### src/rtl/uart_pkg.sv
// Shared link definitions for the 8N1 serial transmitter and receiver.
package uart_pkg;

  // Transmitter frame states.
  typedef enum logic [1:0] {
    IDLE  = 2'b00,
    START = 2'b01,
    DATA  = 2'b10,
    STOP  = 2'b11
  } tx_state_t;

  // Line levels of the framing bits.
  localparam logic START_BIT = 1'b0;
  localparam logic STOP_BIT  = 1'b1;

endpackage

### src/rtl/flex_counter.sv
// Wrapping up-counter: counts 1..rollover_val and flags when the final value is held.
module flex_counter #(
  parameter int unsigned WIDTH = 4
) (
  input  logic             clk,
  input  logic             n_rst,
  input  logic             clear,
  input  logic             count_enable,
  input  logic [WIDTH-1:0] rollover_val,
  output logic             rollover_flag
);

  logic [WIDTH-1:0] count_q, count_d;

  // Next count: clear wins; otherwise step, wrapping from rollover_val back to 1.
  always_comb begin
    count_d = count_q;
    if (clear) begin
      count_d = '0;
    end else if (count_enable) begin
      count_d = (count_q == rollover_val) ? WIDTH'(1) : count_q + WIDTH'(1);
    end
  end

  // Count register.
  always_ff @(posedge clk or negedge n_rst) begin
    if (!n_rst) begin
      count_q <= '0;
    end else begin
      count_q <= count_d;
    end
  end

  assign rollover_flag = (count_q == rollover_val);

endmodule

### src/rtl/uart_tx.sv
// 8N1 serial transmitter: start bit, DATA_BITS data bits LSB first, stop bit,
// each held for BIT_PERIOD clocks. Line output is registered and idles high.
module uart_tx
  import uart_pkg::*;
#(
  parameter int unsigned BIT_PERIOD = 8,
  parameter int unsigned DATA_BITS  = 8
) (
  input  logic                 clk,
  input  logic                 n_rst,
  input  logic [DATA_BITS-1:0] tx_data,
  input  logic                 tx_start,
  output logic                 serial_out,
  output logic                 tx_busy,
  output logic                 tx_done
);

  localparam int unsigned TimerW = $clog2(BIT_PERIOD + 1);
  localparam int unsigned BitW   = $clog2(DATA_BITS + 1);
  localparam logic [TimerW-1:0] TimerRoll = TimerW'(BIT_PERIOD);
  localparam logic [BitW-1:0]   BitRoll   = BitW'(DATA_BITS);

  tx_state_t            state_q, state_d;
  logic [DATA_BITS-1:0] shift_q, shift_d;
  logic                 serial_q, serial_d;
  logic                 done_q, done_d;

  logic timer_clear, timer_en, timer_roll;
  logic bit_clear, bit_en, bit_roll;

  // Bit timer runs in every non-idle state. Its wrap from BIT_PERIOD to 1 lines up with
  // each state change, so every bit starts at count 1.
  assign timer_clear = (state_d == IDLE);
  assign timer_en    = (state_d != IDLE);

  // Bit counter steps on the edge entering DATA and at the end of each data bit, so it
  // reads k+1 while data bit k is on the line; it is held at 0 outside DATA.
  assign bit_clear = (state_d != DATA);
  assign bit_en    = timer_roll;

  flex_counter #(
    .WIDTH(TimerW)
  ) u_bit_timer (
    .clk          (clk),
    .n_rst        (n_rst),
    .clear        (timer_clear),
    .count_enable (timer_en),
    .rollover_val (TimerRoll),
    .rollover_flag(timer_roll)
  );

  flex_counter #(
    .WIDTH(BitW)
  ) u_bit_counter (
    .clk          (clk),
    .n_rst        (n_rst),
    .clear        (bit_clear),
    .count_enable (bit_en),
    .rollover_val (BitRoll),
    .rollover_flag(bit_roll)
  );

  // Next state, shift register and line level. The line is derived from the next state
  // so the registered output changes on the same edge as the state.
  always_comb begin
    state_d  = state_q;
    shift_d  = shift_q;
    done_d   = 1'b0;
    serial_d = STOP_BIT;

    unique case (state_q)
      IDLE: begin
        if (tx_start) begin
          state_d = START;
          shift_d = tx_data;
        end
      end
      START: begin
        if (timer_roll) begin
          state_d = DATA;
        end
      end
      DATA: begin
        if (timer_roll) begin
          shift_d = shift_q >> 1;
          if (bit_roll) begin
            state_d = STOP;
          end
        end
      end
      STOP: begin
        if (timer_roll) begin
          state_d = IDLE;
          done_d  = 1'b1;
        end
      end
      default: state_d = IDLE;
    endcase

    unique case (state_d)
      IDLE:    serial_d = STOP_BIT;
      START:   serial_d = START_BIT;
      DATA:    serial_d = shift_d[0];
      STOP:    serial_d = STOP_BIT;
      default: serial_d = STOP_BIT;
    endcase
  end

  // State, shift and output registers; reset forces the line high at once.
  always_ff @(posedge clk or negedge n_rst) begin
    if (!n_rst) begin
      state_q  <= IDLE;
      shift_q  <= '0;
      serial_q <= STOP_BIT;
      done_q   <= 1'b0;
    end else begin
      state_q  <= state_d;
      shift_q  <= shift_d;
      serial_q <= serial_d;
      done_q   <= done_d;
    end
  end

  assign serial_out = serial_q;
  assign tx_busy    = (state_q != IDLE);
  assign tx_done    = done_q;

endmodule

### config.mk
export PLATFORM = sky130hd
export DESIGN_NAME = uart_tx
export DESIGN_NICKNAME = d
export VERILOG_FILES = /design/src/rtl/uart_pkg.sv /design/src/rtl/flex_counter.sv /design/src/rtl/uart_tx.sv
export SDC_FILE = /design/constraint.sdc
export NUM_CORES = 1
export LEC_CHECK = 0
export ABC_AREA = 1
export BUFFER_PORTS_ARGS = -buffer_cell sky130_fd_sc_hd__buf_2
export CORE_MARGIN = 1.5
export CORE_UTILIZATION = 52
export DETAILED_ROUTE_END_ITERATION = 10
export PLACE_DENSITY_LB_ADDON = 0.08
export SYNTH_ARGS = -nofsm -noshare
export SYNTH_HDL_FRONTEND = slang
export SYNTH_SLANG_ARGS = --single-unit
### constraint.sdc
create_clock -name clk -period 3.6 [get_ports clk]
set_input_delay 0.18 -clock clk [delete_from_list [all_inputs] [get_ports clk]]
set_output_delay 0.18 -clock clk [all_outputs]
set_load 0.03 [all_outputs]
==> results.ini, run 1 <==
[sta]
fmax_mhz=472
fin_worst_skew_ps=5.60
maxSlewViolCount=0
min_period_ps=2120
min_period_over_period_pct=58.8
worst_hold_slack_ps=86.7
setup_violations=0
fin_setup_tns_ps=0
rsz0062_at_grt=no
worst_slew_pin_slew_ps=432
finalHoldViolCount=0
relSlewSlack_pct=71.2

[logic_synthesis]
yosys-top-cells-area=dfrtp_1, nand2_1, ha_1
synthCells=117
ys_ff_latch=20
synthesis.area_sq_mm=0.00103
synth_area_leader_cell=dfrtp_1
ys_seq_area_share_pct=48.5
syn_nets=135
synth_cell_types=24
ys_warn_count=0
syn_area_per_cell_sq_um=8.83
synth_top_area_share_pct=46.0

[critical_path]
required_ps=3830
critPathArrivalTime_ps=2350
setup.worst_path.class=register to register
critical-path-top-delay-family=simple AND/OR/NAND/NOR gates
crit_path_max_fanout=6
slowest_stage=dfrtp_1
start_kind=register
max_stage_delay_ps=420
end_kind=register
cp_num_buf_inv=2
worstPathCellList=inv_1 -> ha_1 -> nand2_2 -> nor2_4 -> nand2_1 -> xor2_1 -> inv_1 -> ha_1 -> or2_2 -> nor2_1

[global_routing]
grt_max_degree=21
grt_pass1_vias=709
antenna_found_initial=0
grt_util_all_layers_pct=18.7
grt_pass1_wl_um=2950
gr-total-overflow=0

[route]
drc_errors=0
post_drt_wl_per_cell_um=10.7
routed_wl_um=1720
avgViaCountPerCell=4.86
ant_nets=0
drtPass1Iterations=4
num_vias=777
drt_iter0_drc=6

[floorplanning]
core_sq_mm=0.00180
initial_core_util_pct=57.4
die_y_um=47.6
ioPinCount=14
die-area_sq_mm=0.00226
die_x_um=47.6
fp-row-count=15

[cts]
root_buffer=clkbuf_4
cts-hold-fix-buffers=1
worstSkewPairLatency_ps=300
numCtsBuffers=3
postCtsSetupRepairBufs=0
htreeDepth=1
ctsResizeCount=0
cts_tree=built
clkSinkCount=20
clk_pin_slew_ps=110
clk_path_buf_depth=2

[placed_design]
placed_area_sq_mm=0.00113
place_congestion=0.896
hpwl_um=1300
port_buffers=13

[outcome]
status=complete, no violations

[worst_hold_path]
min_path_type=input port to register

[power]
powerDensity_mw_per_mm2=694
leakage_nw=0.591
ir_drop_v=0.000457

[final_layout]
area_growth_pct=13.8
diodes=0
finalNetCount=154
n_fill_cell=172
layout_commonest_cell=nand2_1
final_cell_mix=nand2_1, dfrtp_1, inv_1, nand3_1, buf_2
drive_gt1_share_pct=20.0
fin_area_sq_mm=0.00118

[job]
drv_cap=0

-- where the power goes --
part / internal (mW) / total (mW) / switching, mW / leakage [nW]
combinational: 0.124 / 0.315 / 0.192 / 0.320
sequential: 0.312 / 0.372 / 0.0604 / 0.250
clock: 0.0617 / 0.128 / 0.0665 / 0.0210
-- Yosys cell counts, drive strengths merged --
cell	count
inv	16
nand4	1
a21oi	4
xnor2	1
dfstp	1
clkinv	1
nand2	30
ha	7
nor2	10
or2	2
xor2	3
a31oi	2
dfrtp	19
nand3	15
a22o	1
nor3	1
o22ai	2
o21ai	1
-- per-stage QoR --
stage / instances / utilization, % / setup slack (ps) / total power [mW]
after floorplan: 117 / - / 1740 / 0.615
after global routing: 160 / 65.3 / 1300 / 0.891
after CTS: 160 / 65.3 / 1450 / 0.823
after global placement: 155 / 62.7 / 1520 / 0.682
after detailed placement: 155 / 62.7 / 1490 / 0.694
final: 160 / 65.3 / 1480 / 0.816
-- kinds of logic after synthesis --
kind of cell	Yosys count	share of synthesized area, %
compound gates	10	5.69
simple gates	59	27.2
xor+xnor	4	3.39
buf+inv	17	6.66
fa+ha+maj	7	8.47
flops	20	48.5
-- final timing paths --
check	endpoint	slack, ps	startpoint	cells past startpoint
max in group asynchronous	serial_out	2920	n_rst	2
min in group asynchronous	u_bit_counter.count_q[3]	340	n_rst	2
worst max-delay path	u_bit_timer.count_q[3]	1480	u_bit_timer.count_q[0]	10
worst min register to register	shift_q[3]	500	shift_q[3]	2
worst max register to register	u_bit_timer.count_q[3]	1480	u_bit_timer.count_q[0]	10
worst min-delay path	shift_q[4]	90	tx_data[4]	3
-- cell type report --
| class | instances | area (sq um) | area share [%] |
|---|---|---|---|
| sequential | 20 | 502 | 42.7 |
| multi-input combinational | 80 | 463 | 39.4 |
| timing repair buffer | 14 | 75.1 | 6.38 |
| inverter | 17 | 68.8 | 5.85 |
| clock buffer | 4 | 36.3 | 3.09 |
| tap | 25 | 31.3 | 2.66 |
-- routing by layer --
metal | routed length [um] | vias to the layer above | track usage [%]
met5 | 0 | - | 0
met4 | 30 | 0 | 8.11
met3 | 48 | 5 | 2.64
met2 | 794 | 12 | 29.7
met1 | 843 | 350 | 25.5
li1 | - | 410 | -
-- worst min-delay path, stage by stage --
cell	delay, ps
buf_2	70
nand2_1	40
nand3_1	70
-- registers in the layout, indices dropped and copies added, names as in the netlist --
register / cells
tx_done: 1
shift_q: 8
serial_out: 1
u_bit_counter.count_q: 4
state_q: 2
u_bit_timer.count_q: 4
(Power assumes the default switching activity.)
==> inputs of run 2 (changes only) <==
- clock period: 3.6 -> 2.2 ns (I/O delays scaled with it)
==> run 2 against run 1 <==
  * Combinational power grew 98%
  * Clock-buffer cell count is 1 lower
  * Critical path type unchanged
  * Global-route usage up 0.97 points
  * Total power up 88%
==> results.ini, run 2 (same netlist as run 1, synthesis figures left out) <==
[sta]
worst_hold_slack_ps=10.7  ; was 86.7 ps
setup_violations=0  ; unchanged
fin_worst_skew_ps=10.8  ; was 5.60 ps
min_period_over_period_pct=93.2  ; was 58.8%
worst_slew_pin_slew_ps=445  ; was 432 ps
maxSlewViolCount=0  ; unchanged
fmax_mhz=488  ; was 472 MHz
rsz0062_at_grt=yes  ; was no
relSlewSlack_pct=70.3  ; was 71.2%
finalHoldViolCount=0  ; unchanged
min_period_ps=2050  ; was 2120 ps

[critical_path]
start_kind=register  ; unchanged
setup.worst_path.class=register to register  ; unchanged
critPathArrivalTime_ps=2290  ; was 2350 ps
end_kind=register  ; unchanged
required_ps=2440  ; was 3830 ps
crit_path_max_fanout=6  ; unchanged

[final_layout]
diodes=0  ; unchanged
finish.utilization_pct=70.2  ; was 65.3%
regMostFlops=shift_q  ; unchanged
drive_gt1_share_pct=27.0  ; was 20.0%
area_growth_pct=22.4  ; was 13.8%
n_fill_cell=149  ; was 172
layout_commonest_cell=nand2_1  ; unchanged
final_cell_mix=nand2_1, dfrtp_1, nand3_1  ; was nand2_1, dfrtp_1, inv_1, nand3_1, buf_2
finalNetCount=160  ; was 154
reg.largest.list=shift_q x8, u_bit_counter.count_q x4, u_bit_timer.count_q x4  ; unchanged
largest_reg_flops=8  ; unchanged

[placed_design]
hpwl_um=1380  ; was 1300 um
place_congestion=0.841  ; was 0.896
port_buffers=13  ; unchanged

[power]
leakage_nw=0.633  ; was 0.591 nW
powerDensity_mw_per_mm2=1210  ; was 694 mW/mm^2
ir_drop_v=0.000932  ; was 0.000457 V

[cts]
clkSinkCount=20  ; unchanged
cts_tree=built  ; unchanged
htreeDepth=1  ; unchanged
numCtsBuffers=3  ; unchanged
root_buffer=clkbuf_4  ; unchanged
worstSkewPairLatency_ps=300  ; about the same
clk_path_buf_depth=2  ; unchanged
clk_pin_slew_ps=120  ; was 110 ps

[route]
drtPass1Iterations=4  ; unchanged
drt_iter0_drc=25  ; was 6
post_drt_wl_per_cell_um=11.4  ; was 10.7 um
avgViaCountPerCell=4.96  ; was 4.86
drc_errors=0  ; unchanged
routed_wl_um=1890  ; was 1720 um
ant_nets=0  ; unchanged
num_vias=823  ; was 777

[global_routing]
antenna_found_initial=0  ; unchanged
grt_util_all_layers_pct=19.7  ; was 18.7%
grt_pass1_vias=725  ; was 709
grt_max_degree=21  ; unchanged
gr-total-overflow=0  ; unchanged
grt_pass1_wl_um=3060  ; was 2950 um

[floorplanning]
core_sq_mm=0.00180  ; unchanged
die-area_sq_mm=0.00226  ; unchanged
die_y_um=47.6  ; unchanged
ioPinCount=14  ; unchanged
fp-row-count=15  ; unchanged
initial_core_util_pct=57.4  ; unchanged
die_x_um=47.6  ; unchanged

[outcome]
status=complete, no violations  ; unchanged

[job]
drv_cap=0  ; unchanged

[worst_hold_path]
min_path_type=input port to register  ; unchanged

-- run 2: cell types whose count changed in the layout (fill, tap and decap cells not counted), sizes merged --
cell    delta
buf        +6
bufinv     +1
clkbuf     -1
-- run 2: stage by stage --
| step | power, mW | std cells | instance area [sq um] | worst slack (ps) | setup TNS (ps) |
|---|---|---|---|---|---|
| CTS | 1.45 | 161 | 1200 | 22.2 | 0 |
| global route | 1.66 | 166 | 1260 | -7.88 | -7.88 |
| global placement | 1.12 | 156 | 1140 | 243 | 0 |
| floorplan | 1.01 | 117 | 1030 | 336 | 0 |
| finish | 1.54 | 166 | 1260 | 150 | 0 |
| detailed placement | 1.15 | 156 | 1140 | 107 | 0 |
-- run 2: worst paths after layout --
check	end	cells past startpoint	slack, ps	startpoint
worst max-delay path	u_bit_timer.count_q[3]	11	150	u_bit_timer.count_q[0]
worst min-delay path	shift_q[6]	3	10	tx_data[6]
worst max register to register	u_bit_timer.count_q[3]	11	150	u_bit_timer.count_q[0]
worst min register to register	shift_q[5]	2	500	shift_q[5]
max in group asynchronous	serial_out	2	1570	n_rst
min in group asynchronous	shift_q[6]	2	280	n_rst
-- run 2: cell type report --
type / instances / area [sq um] / share of cell area (%)
multi-input combinational: 80 / 490 / 38.8
timing repair buffer: 20 / 120 / 9.50
inverter: 17 / 68.8 / 5.44
clock inverter: 1 / 30.0 / 2.37
clock buffer: 3 / 22.5 / 1.78
tap: 25 / 31.3 / 2.47
sequential: 20 / 502 / 39.7
-- run 2: power by group --
group | leakage, nW | switching (mW) | total (mW) | internal, mW
sequential | 0.250 | 0.102 | 0.612 | 0.510
clock | 0.0279 | 0.116 | 0.300 | 0.184
combinational | 0.355 | 0.353 | 0.624 | 0.271
total | 0.633 | 0.570 | 1.54 | 0.965
-- run 2: what timing repair did --
item / CTS / global route
buffers inserted: 0 / 5
endpoints found under the setup margin: 0 / 6
gates resized for setup: 0 / 6
hold endpoints to repair: 19 / 0
hold buffers: 1 / 0
-- run 2: metal layers --
layer,vias up,global-route usage (%),wire [um],part of all wire [%]
met5,-,0,0,0
met3,4,3.40,44,2.3
li1,418,-,-,-
met2,15,31.1,932,49
met4,0,10.8,24,1.3
met1,386,25.6,886,47
-- run 2: worst max-delay path, cell delays in order, from the launching register on --
cell,delay (ps)
dfrtp_1,430
inv_1,70
ha_2,200
nand2_2,70
nor2_4,180
buf_4,150
nand2_4,50
nor2_1,120
nor3_2,80
ha_1,220
or2_2,310
nor2_1,100
